--- src/rtl/rtc_pkg.sv ---
// ---------------------------------------------------------------------------
// rtc_pkg: shared state, field encodings and BCD limits for the RTC set path.
// Rev 1.0
// ---------------------------------------------------------------------------
`default_nettype none

package rtc_pkg;

  typedef enum logic [2:0] {
    IDLE      = 3'd0,
    EDIT_HOUR = 3'd1,
    EDIT_MIN  = 3'd2,
    EDIT_SEC  = 3'd3,
    COMMIT    = 3'd4,
    HOST_CHK  = 3'd5
  } state_e;

  localparam logic [1:0] FIELD_NONE = 2'd0;
  localparam logic [1:0] FIELD_HOUR = 2'd1;
  localparam logic [1:0] FIELD_MIN  = 2'd2;
  localparam logic [1:0] FIELD_SEC  = 2'd3;

  localparam logic [7:0] HOUR_MAX   = 8'h23;
  localparam logic [7:0] MINSEC_MAX = 8'h59;

  // True when both nibbles are decimal digits and the value does not exceed lim.
  function automatic logic bcd_in_range(input logic [7:0] v, input logic [7:0] lim);
    return (v[7:4] <= 4'd9) && (v[3:0] <= 4'd9) && (v <= lim);
  endfunction

endpackage

`default_nettype wire

--- src/rtl/bcd_field_inc.sv ---
// ---------------------------------------------------------------------------
// bcd_field_inc: combinational two-digit BCD +1, wrapping to 00 past max_i.
// Rev 1.0
// ---------------------------------------------------------------------------
`default_nettype none

module bcd_field_inc (
  input  logic [7:0] val_i,
  input  logic [7:0] max_i,
  output logic [7:0] nxt_o
);

  always_comb begin
    nxt_o = 8'h00;
    if (val_i >= max_i) begin
      nxt_o = 8'h00;
    end else if (val_i[3:0] >= 4'd9) begin
      nxt_o = {val_i[7:4] + 4'd1, 4'd0};
    end else begin
      nxt_o = {val_i[7:4], val_i[3:0] + 4'd1};
    end
  end

endmodule

`default_nettype wire

--- src/rtl/rtc_set_ctrl.sv ---
// ---------------------------------------------------------------------------
// rtc_set_ctrl: arbitrates button editing and host sync onto the RTC load port.
// Rev 1.0
// ---------------------------------------------------------------------------
`default_nettype none

module rtc_set_ctrl
  import rtc_pkg::*;
#(
  parameter int TIMEOUT_CYCLES = 30,
  parameter int HOST_PRIORITY  = 1
) (
  input  logic        d_clk,
  input  logic        rst_n,
  input  logic        btn_mode,
  input  logic        btn_inc,
  input  logic [23:0] cur_time,
  input  logic        host_req,
  input  logic [23:0] host_time,
  output logic        set,
  output logic [7:0]  set_hour,
  output logic [7:0]  set_min,
  output logic [7:0]  set_sec,
  output logic        host_ack,
  output logic        host_err,
  output logic        editing,
  output logic [1:0]  edit_field
);

  localparam int TMO_W = (TIMEOUT_CYCLES > 1) ? $clog2(TIMEOUT_CYCLES) : 1;
  localparam logic [TMO_W-1:0] TMO_LAST = TMO_W'(TIMEOUT_CYCLES - 1);

  state_e           state_q, state_d;
  logic [7:0]       edit_hour_q, edit_hour_d;
  logic [7:0]       edit_min_q, edit_min_d;
  logic [7:0]       edit_sec_q, edit_sec_d;
  logic [TMO_W-1:0] tmo_q, tmo_d;
  logic             armed_q, armed_d;
  logic             set_q, set_d;
  logic [7:0]       set_hour_q, set_hour_d;
  logic [7:0]       set_min_q, set_min_d;
  logic [7:0]       set_sec_q, set_sec_d;
  logic             ack_q, ack_d;
  logic             err_q, err_d;
  logic             editing_q, editing_d;
  logic [1:0]       field_q, field_d;

  logic [7:0]       inc_val;
  logic [7:0]       inc_max;
  logic [7:0]       inc_nxt;
  logic             host_go;
  logic             host_valid;

  bcd_field_inc u_inc (
    .val_i (inc_val),
    .max_i (inc_max),
    .nxt_o (inc_nxt)
  );

  // armed_q blocks a request that is still high after its own ack.
  assign host_go    = host_req && armed_q;
  assign host_valid = bcd_in_range(host_time[23:16], HOUR_MAX)
                   && bcd_in_range(host_time[15:8], MINSEC_MAX)
                   && bcd_in_range(host_time[7:0], MINSEC_MAX);

  always_comb begin
    inc_val = edit_hour_q;
    inc_max = HOUR_MAX;
    case (state_q)
      EDIT_MIN: begin
        inc_val = edit_min_q;
        inc_max = MINSEC_MAX;
      end
      EDIT_SEC: begin
        inc_val = edit_sec_q;
        inc_max = MINSEC_MAX;
      end
      default: ;
    endcase
  end

  // Outputs are computed for the state being entered, so a strobe appears
  // in the cycle right after the deciding edge.
  always_comb begin
    state_d     = state_q;
    edit_hour_d = edit_hour_q;
    edit_min_d  = edit_min_q;
    edit_sec_d  = edit_sec_q;
    tmo_d       = tmo_q;
    armed_d     = armed_q;
    set_d       = 1'b0;
    set_hour_d  = set_hour_q;
    set_min_d   = set_min_q;
    set_sec_d   = set_sec_q;
    ack_d       = 1'b0;
    err_d       = 1'b0;

    if (!host_req) begin
      armed_d = 1'b1;
    end

    case (state_q)
      IDLE: begin
        tmo_d = '0;
        if (host_go && ((HOST_PRIORITY != 0) || !btn_mode)) begin
          state_d = HOST_CHK;
          armed_d = 1'b0;
          ack_d   = 1'b1;
          if (host_valid) begin
            set_d      = 1'b1;
            set_hour_d = host_time[23:16];
            set_min_d  = host_time[15:8];
            set_sec_d  = host_time[7:0];
          end else begin
            err_d = 1'b1;
          end
        end else if (btn_mode) begin
          state_d     = EDIT_HOUR;
          edit_hour_d = cur_time[23:16];
          edit_min_d  = cur_time[15:8];
          edit_sec_d  = cur_time[7:0];
        end
      end

      EDIT_HOUR, EDIT_MIN, EDIT_SEC: begin
        if (btn_inc) begin
          case (state_q)
            EDIT_HOUR: edit_hour_d = inc_nxt;
            EDIT_MIN:  edit_min_d  = inc_nxt;
            default:   edit_sec_d  = inc_nxt;
          endcase
        end

        if (btn_mode || btn_inc) begin
          tmo_d = '0;
        end else if (tmo_q == TMO_LAST) begin
          tmo_d   = '0;
          state_d = IDLE;
        end else begin
          tmo_d = tmo_q + 1'b1;
        end

        if (btn_mode) begin
          case (state_q)
            EDIT_HOUR: state_d = EDIT_MIN;
            EDIT_MIN:  state_d = EDIT_SEC;
            default: begin
              state_d    = COMMIT;
              set_d      = 1'b1;
              set_hour_d = edit_hour_d;
              set_min_d  = edit_min_d;
              set_sec_d  = edit_sec_d;
            end
          endcase
        end
      end

      COMMIT:   state_d = IDLE;
      HOST_CHK: state_d = IDLE;
      default:  state_d = IDLE;
    endcase

    editing_d = 1'b0;
    field_d   = FIELD_NONE;
    case (state_d)
      EDIT_HOUR: begin editing_d = 1'b1; field_d = FIELD_HOUR; end
      EDIT_MIN:  begin editing_d = 1'b1; field_d = FIELD_MIN;  end
      EDIT_SEC:  begin editing_d = 1'b1; field_d = FIELD_SEC;  end
      default: ;
    endcase
  end

  always_ff @(posedge d_clk or negedge rst_n) begin
    if (!rst_n) begin
      state_q     <= IDLE;
      edit_hour_q <= 8'h00;
      edit_min_q  <= 8'h00;
      edit_sec_q  <= 8'h00;
      tmo_q       <= '0;
      armed_q     <= 1'b1;
      set_q       <= 1'b0;
      set_hour_q  <= 8'h00;
      set_min_q   <= 8'h00;
      set_sec_q   <= 8'h00;
      ack_q       <= 1'b0;
      err_q       <= 1'b0;
      editing_q   <= 1'b0;
      field_q     <= FIELD_NONE;
    end else begin
      state_q     <= state_d;
      edit_hour_q <= edit_hour_d;
      edit_min_q  <= edit_min_d;
      edit_sec_q  <= edit_sec_d;
      tmo_q       <= tmo_d;
      armed_q     <= armed_d;
      set_q       <= set_d;
      set_hour_q  <= set_hour_d;
      set_min_q   <= set_min_d;
      set_sec_q   <= set_sec_d;
      ack_q       <= ack_d;
      err_q       <= err_d;
      editing_q   <= editing_d;
      field_q     <= field_d;
    end
  end

  assign set        = set_q;
  assign set_hour   = set_hour_q;
  assign set_min    = set_min_q;
  assign set_sec    = set_sec_q;
  assign host_ack   = ack_q;
  assign host_err   = err_q;
  assign editing    = editing_q;
  assign edit_field = field_q;

endmodule

`default_nettype wire

--- config.mk ---
export PLATFORM = sky130hd
export DESIGN_NAME = rtc_set_ctrl
export DESIGN_NICKNAME = d
export VERILOG_FILES = /design/src/rtl/rtc_pkg.sv /design/src/rtl/bcd_field_inc.sv /design/src/rtl/rtc_set_ctrl.sv
export SDC_FILE = /design/constraint.sdc
export NUM_CORES = 1
export LEC_CHECK = 0
export ABC_AREA = 1
export CORE_MARGIN = 3
export CORE_UTILIZATION = 47
export DETAILED_ROUTE_END_ITERATION = 8
export PLACE_DENSITY = 0.84
export SETUP_SLACK_MARGIN = 0.02
export SLEW_MARGIN = 15
export SYNTH_ARGS = -nofsm -noshare
export SYNTH_HDL_FRONTEND = slang
export SYNTH_SLANG_ARGS = --single-unit
export TNS_END_PERCENT = 30
--- constraint.sdc ---
create_clock -name d_clk -period 4.88 [get_ports d_clk]
set_input_delay 1.22 -clock d_clk [delete_from_list [all_inputs] [get_ports d_clk]]
set_output_delay 1.22 -clock d_clk [all_outputs]
set_load 0.1 [all_outputs]
# After elaboration in Yosys (flattened, before gate mapping)
# Index checks and enable logic that the tools add are counted.
[classes]
n_addsub = 3
n_lt_le_gt_ge = 11
eq_ne = 13
muxes = 59
n_reduce_logical = 18
[op_table]
columns = ["operator", "count"]
rows = [
  ["8-bit 2-to-1 mux", 26],
  ["8-bit case mux with 2 select lines", 7],
  ["4-bit less-or-equal comparator, second input constant", 6],
  ["8-bit by 7-bit less-or-equal comparator with 1-bit output, second input constant", 2],
  ["3-bit 2-to-1 mux", 5],
  ["1-bit 2-to-1 mux", 13],
  ["3-bit by 2-bit == test with 1-bit output, second input constant", 4],
  ["2-bit inequality test, second input constant", 6],
  ["3-bit case mux with 2 select lines", 2],
  ["5-bit 2-to-1 mux", 2],
  ["5-bit case mux with 2 select lines", 1],
  ["1-bit logical AND", 9],
  ["4-bit by 1-bit adder with 4-bit output, second input constant", 2],
  ["8-bit by 7-bit >= comparator with 1-bit output", 1],
  ["8-bit by 6-bit less-or-equal comparator with 1-bit output, second input constant", 1],
  ["7-bit 2-to-1 mux", 1],
  ["3-bit by 1-bit == test with 1-bit output, second input constant", 2],
  ["2-bit case mux with 3 select lines", 1],
  ["3-bit OR reduction", 2],
  ["5-bit by 1-bit adder with 5-bit output, second input constant", 1],
  ["5-bit == test, second input constant", 1],
  ["5-bit AND reduction", 1],
  ["4-bit >= comparator, second input constant", 1],
  ["2-bit OR reduction", 2],
  ["5 further kinds", 5],
]
[totals]
register_bits = 63
elab_cells = 118

# Logic depth before layout (Yosys ltp)
# Gate-level depths: netlist (run 1).
[depth]
depth_word = 10
depth_mapped = 20

# Hierarchy
# From an unflattened synthesis (run 1), not the netlist that was laid out.
[hier_totals]
cells_unflattened = 610
hier_area_um2 = 4119.0
[modules_own_cells]
columns = ["mod", "instances", "cells_per_inst", "area_each_um2", "seq_area_each_um2"]
rows = [
  ["rtc_set_ctrl", 1, 532, 3668.5, 1577.8],
  ["bcd_field_inc", 1, 78, 450.4, 0.0],
]

# Worst setup path after synthesis (run 1)
# No wires, ideal clock.
[synth_path]
kind = "in2reg"
startpoint = "input port host_time[23]"
endpoint = "register set_hour_q[0], in the netlist set_hour[0]"
setup_ns = 0.078
t_arrival_ns = 2.572
t_required_ns = 4.802
slack_ns = 2.230
path_stages = 8
path_buffers = 2
cell_sequence = "or2_2 > nor4_1 > nand4_1 > nand2_1 > buf_2 > buf_2 > nor2_1 > a21oi_1"
[synth_between]
elab_chain_cells = 7
word_cells_on_any_way = 8
classes_between = "order compare (2); eq/ne (1); reduce/logical (5)"
[synth_lines]
columns = ["item", "line_no", "source"]
rows = [
  ["from (decl)", "rtc_set_ctrl.sv:19", "input logic [23:0] host_time,"],
  ["parallel branches: the longest is 2 deep, another holds 8-bit by 6-bit less-or-equal comparator with 1-bit output", "--", ""],
  ["1-bit logical AND *", "rtc_pkg.sv:28", "return (v[7:4] <= 4'd9) && (v[3:0] <= 4'd9) && (v <= lim);"],
  ["1-bit logical AND *", "rtc_set_ctrl.sv:63", "&& bcd_in_range(host_time[15:8], MINSEC_MAX)"],
  ["1-bit logical AND *", "rtc_set_ctrl.sv:64", "&& bcd_in_range(host_time[7:0], MINSEC_MAX);"],
  ["2-bit inequality test (no line) *", "--", ""],
  ["5-bit AND reduction (no line) *", "--", ""],
  ["to (signal assigned)", "rtc_set_ctrl.sv:197", "set_hour_q <= set_hour_d;"],
  ["to (decl)", "rtc_set_ctrl.sv:40", "logic [7:0] set_hour_q, set_hour_d;"],
]
# Mark *: on every way between the ends.
# A chain may end at the register's enable or synchronous reset.

# Worst setup path in the final report (run 1)
[layout_path]
startpoint = "input port host_time[23]"
endpoint = "register set_sec_q[7], in the netlist set_sec[7]"
[layout_between]
elab_chain_cells = 7
word_cells_on_any_way = 8
classes_between = "order compare (2); eq/ne (1); reduce/logical (5)"
[layout_lines]
columns = ["item", "line_no", "source"]
rows = [
  ["parallel branches: the longest is 2 deep, another holds 8-bit by 6-bit less-or-equal comparator with 1-bit output", "--", ""],
  ["1-bit logical AND *", "rtc_pkg.sv:28", ""],
  ["1-bit logical AND *", "rtc_set_ctrl.sv:63", ""],
  ["1-bit logical AND *", "rtc_set_ctrl.sv:64", ""],
  ["2-bit inequality test (no line) *", "--", ""],
  ["5-bit AND reduction (no line) *", "--", ""],
  ["to (signal assigned)", "rtc_set_ctrl.sv:199", "set_sec_q <= set_sec_d;"],
  ["to (decl)", "rtc_set_ctrl.sv:42", "logic [7:0] set_sec_q, set_sec_d;"],
]
# Marked as above.

==> flow_summary.toml, run 1 <==
[detailed_routing]
first_iter_violations = 281
routedWlPerCell_um = 15.5
wl_met2_mm = 5.17
routed-wl-met3_um = 802
final_antenna_net_count = 0
drc_errors = 0
wirelength_mm = 10.8
top_layer_used = "met4"
via_per_inst = 5.55
routed-via-count = 3871
wl_met1_mm = 4.61
drt_first_pass_iters = 5

[layout]
drive_gt1_share_pct = 5.34
antennaDiodeCount = 0
syn_to_final_growth_pct = 30.1
nNetsFinal = 653
filler_cell_count = 604

[clock_tree]
cts.repair.resized = 0
cts_root_buf = "clkbuf_8"
cts_hold_buf = 0
cts_tree = "built"
htreeDepth = 3
cts.sink_count = 63
clk_path_buf_depth = 2
clk-insertion-delay-late_ps = 340
cts_setup_buffers = 0
cts_buffers = 9
clkTransAtPathRegs_ps = 70

[worst_setup_path]
critical_path_class = "in2reg"
worstPathRequired_ps = 5140
worstPathArrival_ps = 3510
crit_path_start_kind = "input pin"
cp-end-kind = "flop"
cp_max_fo = 29

[synthesis]
syn_area_per_cell_um2 = 7.07
syn_inst = 519
netlist_area_um2 = 3670
yosysWarnings = 0
yosysSeqAreaShare_pct = 43.0
synth_seq_cells = 63
syn_nets = 578
synthDistinctLibCells = 30

[die]
fp.dieH_um = 94.4
die_w_um = 94.4
fp-row-count = 31
core_um2 = 7410
pin_count = 83
initial_core_util_pct = 49.5
dieArea_um2 = 8900

[timing]
timing.setup.tns_ps = 0
worstMarginPinSlew_ps = 1000
finalSetupViolCount = 0
grt_setup_unrepaired = "false"
final.min_clock_period_ps = 3250
maxSlewViolCount = 0
hold_viol_final = 0
max_freq_mhz = 307
max-slew-margin-rel_pct = 32.9
period_share_pct = 66.7
clock-skew-final_ps = 7.50

[flow_run]
maxCapViolCount = 0

[global_routing]
grt_max_degree = 49
grt_pass1_vias = 3760
overflow = 0
antenna_found_initial = 0
track_usage_pct = 25.0
grt_pass1_wl_mm = 17.3

[hold_path]
hold_class = "reg2reg"

[placed_design]
io_buffers = 82
globalplace.congestion = 0.916
dp_hpwl_mm = 8.04

[outcome]
status = "finished clean"
-- synthesized netlist by cell type --
cell      instances  area (um2)
a21oi_1         107         536
nor2_2            3        18.8
ha_1              6        75.1
or2_2             1        6.26
buf_6             1        11.3
nand3b_1          1        7.51
and3_1            1        6.26
o22ai_1           5        31.3
inv_1            59         221
nand2_1          96         360
dfstp_2           1        26.3
a21boi_0          8        60.1
a22oi_1           1        7.51
xor2_1            3        26.3
buf_2             7        35.0
o32ai_1           1        8.76
a31oi_1           1        6.26
inv_2             3        11.3
nor3_1            2        10.0
buf_4             1        7.51
o21ai_0           5        25.0
nor3_2            1        10.0
nand4_1           7        43.8
nor2_1           92         345
clkbuf_1         13        48.8
nor4_1            1        6.26
a21oi_2           1        8.76
o21a_1            5        37.5
dfrtp_1          62        1550
nand3_1          24         120
-- kinds of logic (layout without fill, tap and decap cells) --
kind of cell | Yosys count | count (layout) | synth area share [%]
XOR/XNOR | 3 | 3 | 0.716
buffers and inverters | 84 | 164 | 9.14
AND/OR/NAND/NOR | 229 | 229 | 25.5
flip-flops | 63 | 63 | 43.0
adder cells (fa/ha/maj) | 6 | 6 | 2.05
AO/OA/AOI/OAI | 134 | 134 | 19.6
-- placed cells by master, fill, tap and decap left out, drive strengths merged --
cell / instances
a21boi: 8
a21oi: 108
a22oi: 1
a31oi: 1
and3: 1
buf: 5
bufinv: 2
clkbuf: 11
clkdlybuf4s50: 81
clkinv: 1
clkinvlp: 2
dfrtp: 62
dfstp: 1
ha: 6
inv: 62
nand2: 96
nand3: 24
nand3b: 1
nand4: 7
nor2: 95
nor3: 3
nor4: 1
o21a: 5
o21ai: 5
o22ai: 5
o32ai: 1
or2: 1
xor2: 3
-- through the flow --
stage | util (%) | cells | worst slack [ps] | hold slack (ps) | area, um2
final | 64.5 | 698 | 1630 | 528 | 4780
after detailed placement | 61.3 | 682 | 1280 | 518 | 4540
after floorplan | - | 519 | 2230 | 495 | 3670
after CTS | 64.5 | 698 | 1640 | 533 | 4780
after global placement | 61.3 | 682 | 1410 | 507 | 4540
after global routing | 64.5 | 698 | 1470 | 558 | 4780
-- worst max-delay path: stages --
cell and delay (ps):
clkdlybuf4s50_1 400, or2_2 290, nor4_1 330, nand4_1 130
buf_4 230, nand2_1 670, nor2_1 90, a21oi_1 160
-- final timing paths --
check,startpoint,to,slack [ps],cells after the start
worst max-delay path,host_time[23],set_sec[7],1630,8
worst min-delay path,armed_q,armed_q,530,2
worst max register to register,state_q[2],edit_hour_q[3],2080,15
worst min register to register,armed_q,armed_q,530,2
max in group asynchronous,rst_n,edit_min_q[2],3050,2
min in group asynchronous,rst_n,edit_hour_q[2],970,1
-- layout make-up --
cell class	instances	area (um2)	share of cell area, %
inverters	62	233	4.87
clock inverters	5	80.1	1.68
flip-flops and latches	63	1580	33.0
well taps	99	124	2.59
multi-input cells	372	1760	36.9
clock buffers	11	151	3.17
repair buffers	86	846	17.7
-- per-layer routing --
metal  vias up  track usage (%)
met4         0             10.8
met2       182             40.5
met1      1835             32.4
li1       1829                -
met3        25             5.26
met5         -                0
-- flip-flops by register name, summed over array words and instances (netlist names), 2 cells and up --
register,cells
edit_min_q,8
set_sec,8
edit_sec_q,8
edit_hour_q,8
tmo_q,5
set_hour,8
edit_field,2
set_min,8
state_q,3
Power of run 1 is not shown: default switching activity piles up to over one toggle a cycle in this logic, so the estimate is an artifact.
==> run 2: changes to the inputs <==
==> constraint.sdc (replaced) <==
create_clock -name d_clk -period 3.2 [get_ports d_clk]
set_input_delay 0.8 -clock d_clk [delete_from_list [all_inputs] [get_ports d_clk]]
set_output_delay 0.8 -clock d_clk [all_outputs]
set_load 0.1 [all_outputs]
==> run 2 against run 1 <==
Die area stayed put. Via count fell by 1.2%. Non-clock buffer count up 5. Wire length is 1.2% lower. Critical path depth grew 7. Sequential share of layout area is 0.42 points higher. Final cell count is 0.72% higher. Core utilization decreased by 0.81 points. Sequential cell count is the same. Global-route usage increased by 0.43 points. Count of clock-buffer cells in the layout is 2 lower.
==> flow_summary.toml, run 2 (synthesized netlist as in run 1, its figures left out) <==
[detailed_routing]
first_iter_violations = 335
drc_errors = 0
routed-via-count = 3825
drt_first_pass_iters = 5
routedWlPerCell_um = 15.2
via_per_inst = 5.44
wirelength_mm = 10.7
final_antenna_net_count = 0

[global_routing]
antenna_found_initial = 0
track_usage_pct = 25.4
grt_pass1_vias = 3747
overflow = 0
grt_max_degree = 64
grt_pass1_wl_mm = 17.5

[flow_run]
maxCapViolCount = 0

[timing]
timing.setup.tns_ps = 0
max_freq_mhz = 377
finalSetupViolCount = 0
clock-skew-final_ps = 12.6
final.min_clock_period_ps = 2650
hold_viol_final = 0
maxSlewViolCount = 0
worstMarginPinSlew_ps = 819
grt_setup_unrepaired = "false"
period_share_pct = 82.9
max-slew-margin-rel_pct = 45.3

[worst_setup_path]
r2r_slack_ps = 550
crit_path_start_kind = "flop"
worstPathRequired_ps = 3470
cp_max_fo = 11
rr_startpoint = "state_q[2]"
worstPathArrival_ps = 2920
critical_path_class = "reg2reg"
crit_start = "state_q[2]"
cp-end-kind = "flop"

[die]
pin_count = 83
initial_core_util_pct = 49.5
fp.dieH_um = 94.4
dieArea_um2 = 8900
core_um2 = 7410
fp-row-count = 31
die_w_um = 94.4

[clock_tree]
clk_path_buf_depth = 2
cts_tree = "built"
cts_root_buf = "clkbuf_8"
htreeDepth = 3
cts.sink_count = 63
cts.repair.resized = 0
cts_buffers = 9
cts_hold_buf = 0
cts_setup_buffers = 0
clkTransAtPathRegs_ps = 70
clk-insertion-delay-late_ps = 340

[layout]
instances_no_fill = 703
drive_gt1_share_pct = 11.1
final_common_cell = "a21oi_1"
antennaDiodeCount = 0
syn_to_final_growth_pct = 28.5
final_cell_mix = "a21oi_1 (107), nand2_1 (96), nor2_1 (91)"
fin_util_pct = 63.7
nNetsFinal = 658

[placed_design]
globalplace.congestion = 1.05
dp_cells = 687
io_buffers = 82
dp_hpwl_mm = 7.99

[hold_path]
hold_class = "reg2reg"
hp-start = "edit_sec_q[4]"

[outcome]
status = "finished clean"
[run 2: area by class of cell]
class,count,area (um2)
Clock inverter,7,72.6
Inverter,62,233
Fill cell,610,2690
Multi-Input combinational cell,372,1760
Tap cell,99,124
Timing Repair Buffer,91,821
Clock buffer,9,124
Sequential cell,63,1580
[run 2: final timing paths]
path,to,cells past startpoint
setup / recovery,edit_hour_q[1],15
hold / removal,edit_sec_q[4],2
setup reg to reg,edit_hour_q[1],15
hold reg to reg,edit_sec_q[4],2
max in group asynchronous,state_q[1],2
min in group asynchronous,edit_hour_q[4],2
[run 2: metal layers]
metal | up-vias | GRT usage [%] | share of wire, %
li1 | 1840 | - | -
met1 | 1778 | 32.9 | 42
met2 | 185 | 41.7 | 47
met3 | 22 | 5.02 | 8.9
met4 | 0 | 10.7 | 2.3
met5 | - | 0 | 0
[run 2: worst max-delay path: stages, from the launching register on]
cell	delay (ps)
dfrtp_1	460
inv_2	120
nand2_1	300
nand2_1	90
nand3_1	140
inv_1	100
ha_1	190
nor2_1	110
nand4_1	130
nand2_1	160
inv_1	120
nor2_1	100
nand3_1	180
nand2_1	110
nand2_1	130
a21oi_1	160
[run 2: stage by stage]
stage	instance area [um2]	worst slack (ps)	hold WS [ps]
after floorplan	3670	970	495
after global placement	4520	549	507
after detailed placement	4520	451	520
after CTS	4720	597	535
after global routing	4720	253	569
final	4720	547	535
Power of run 2 is left out for the same reason.
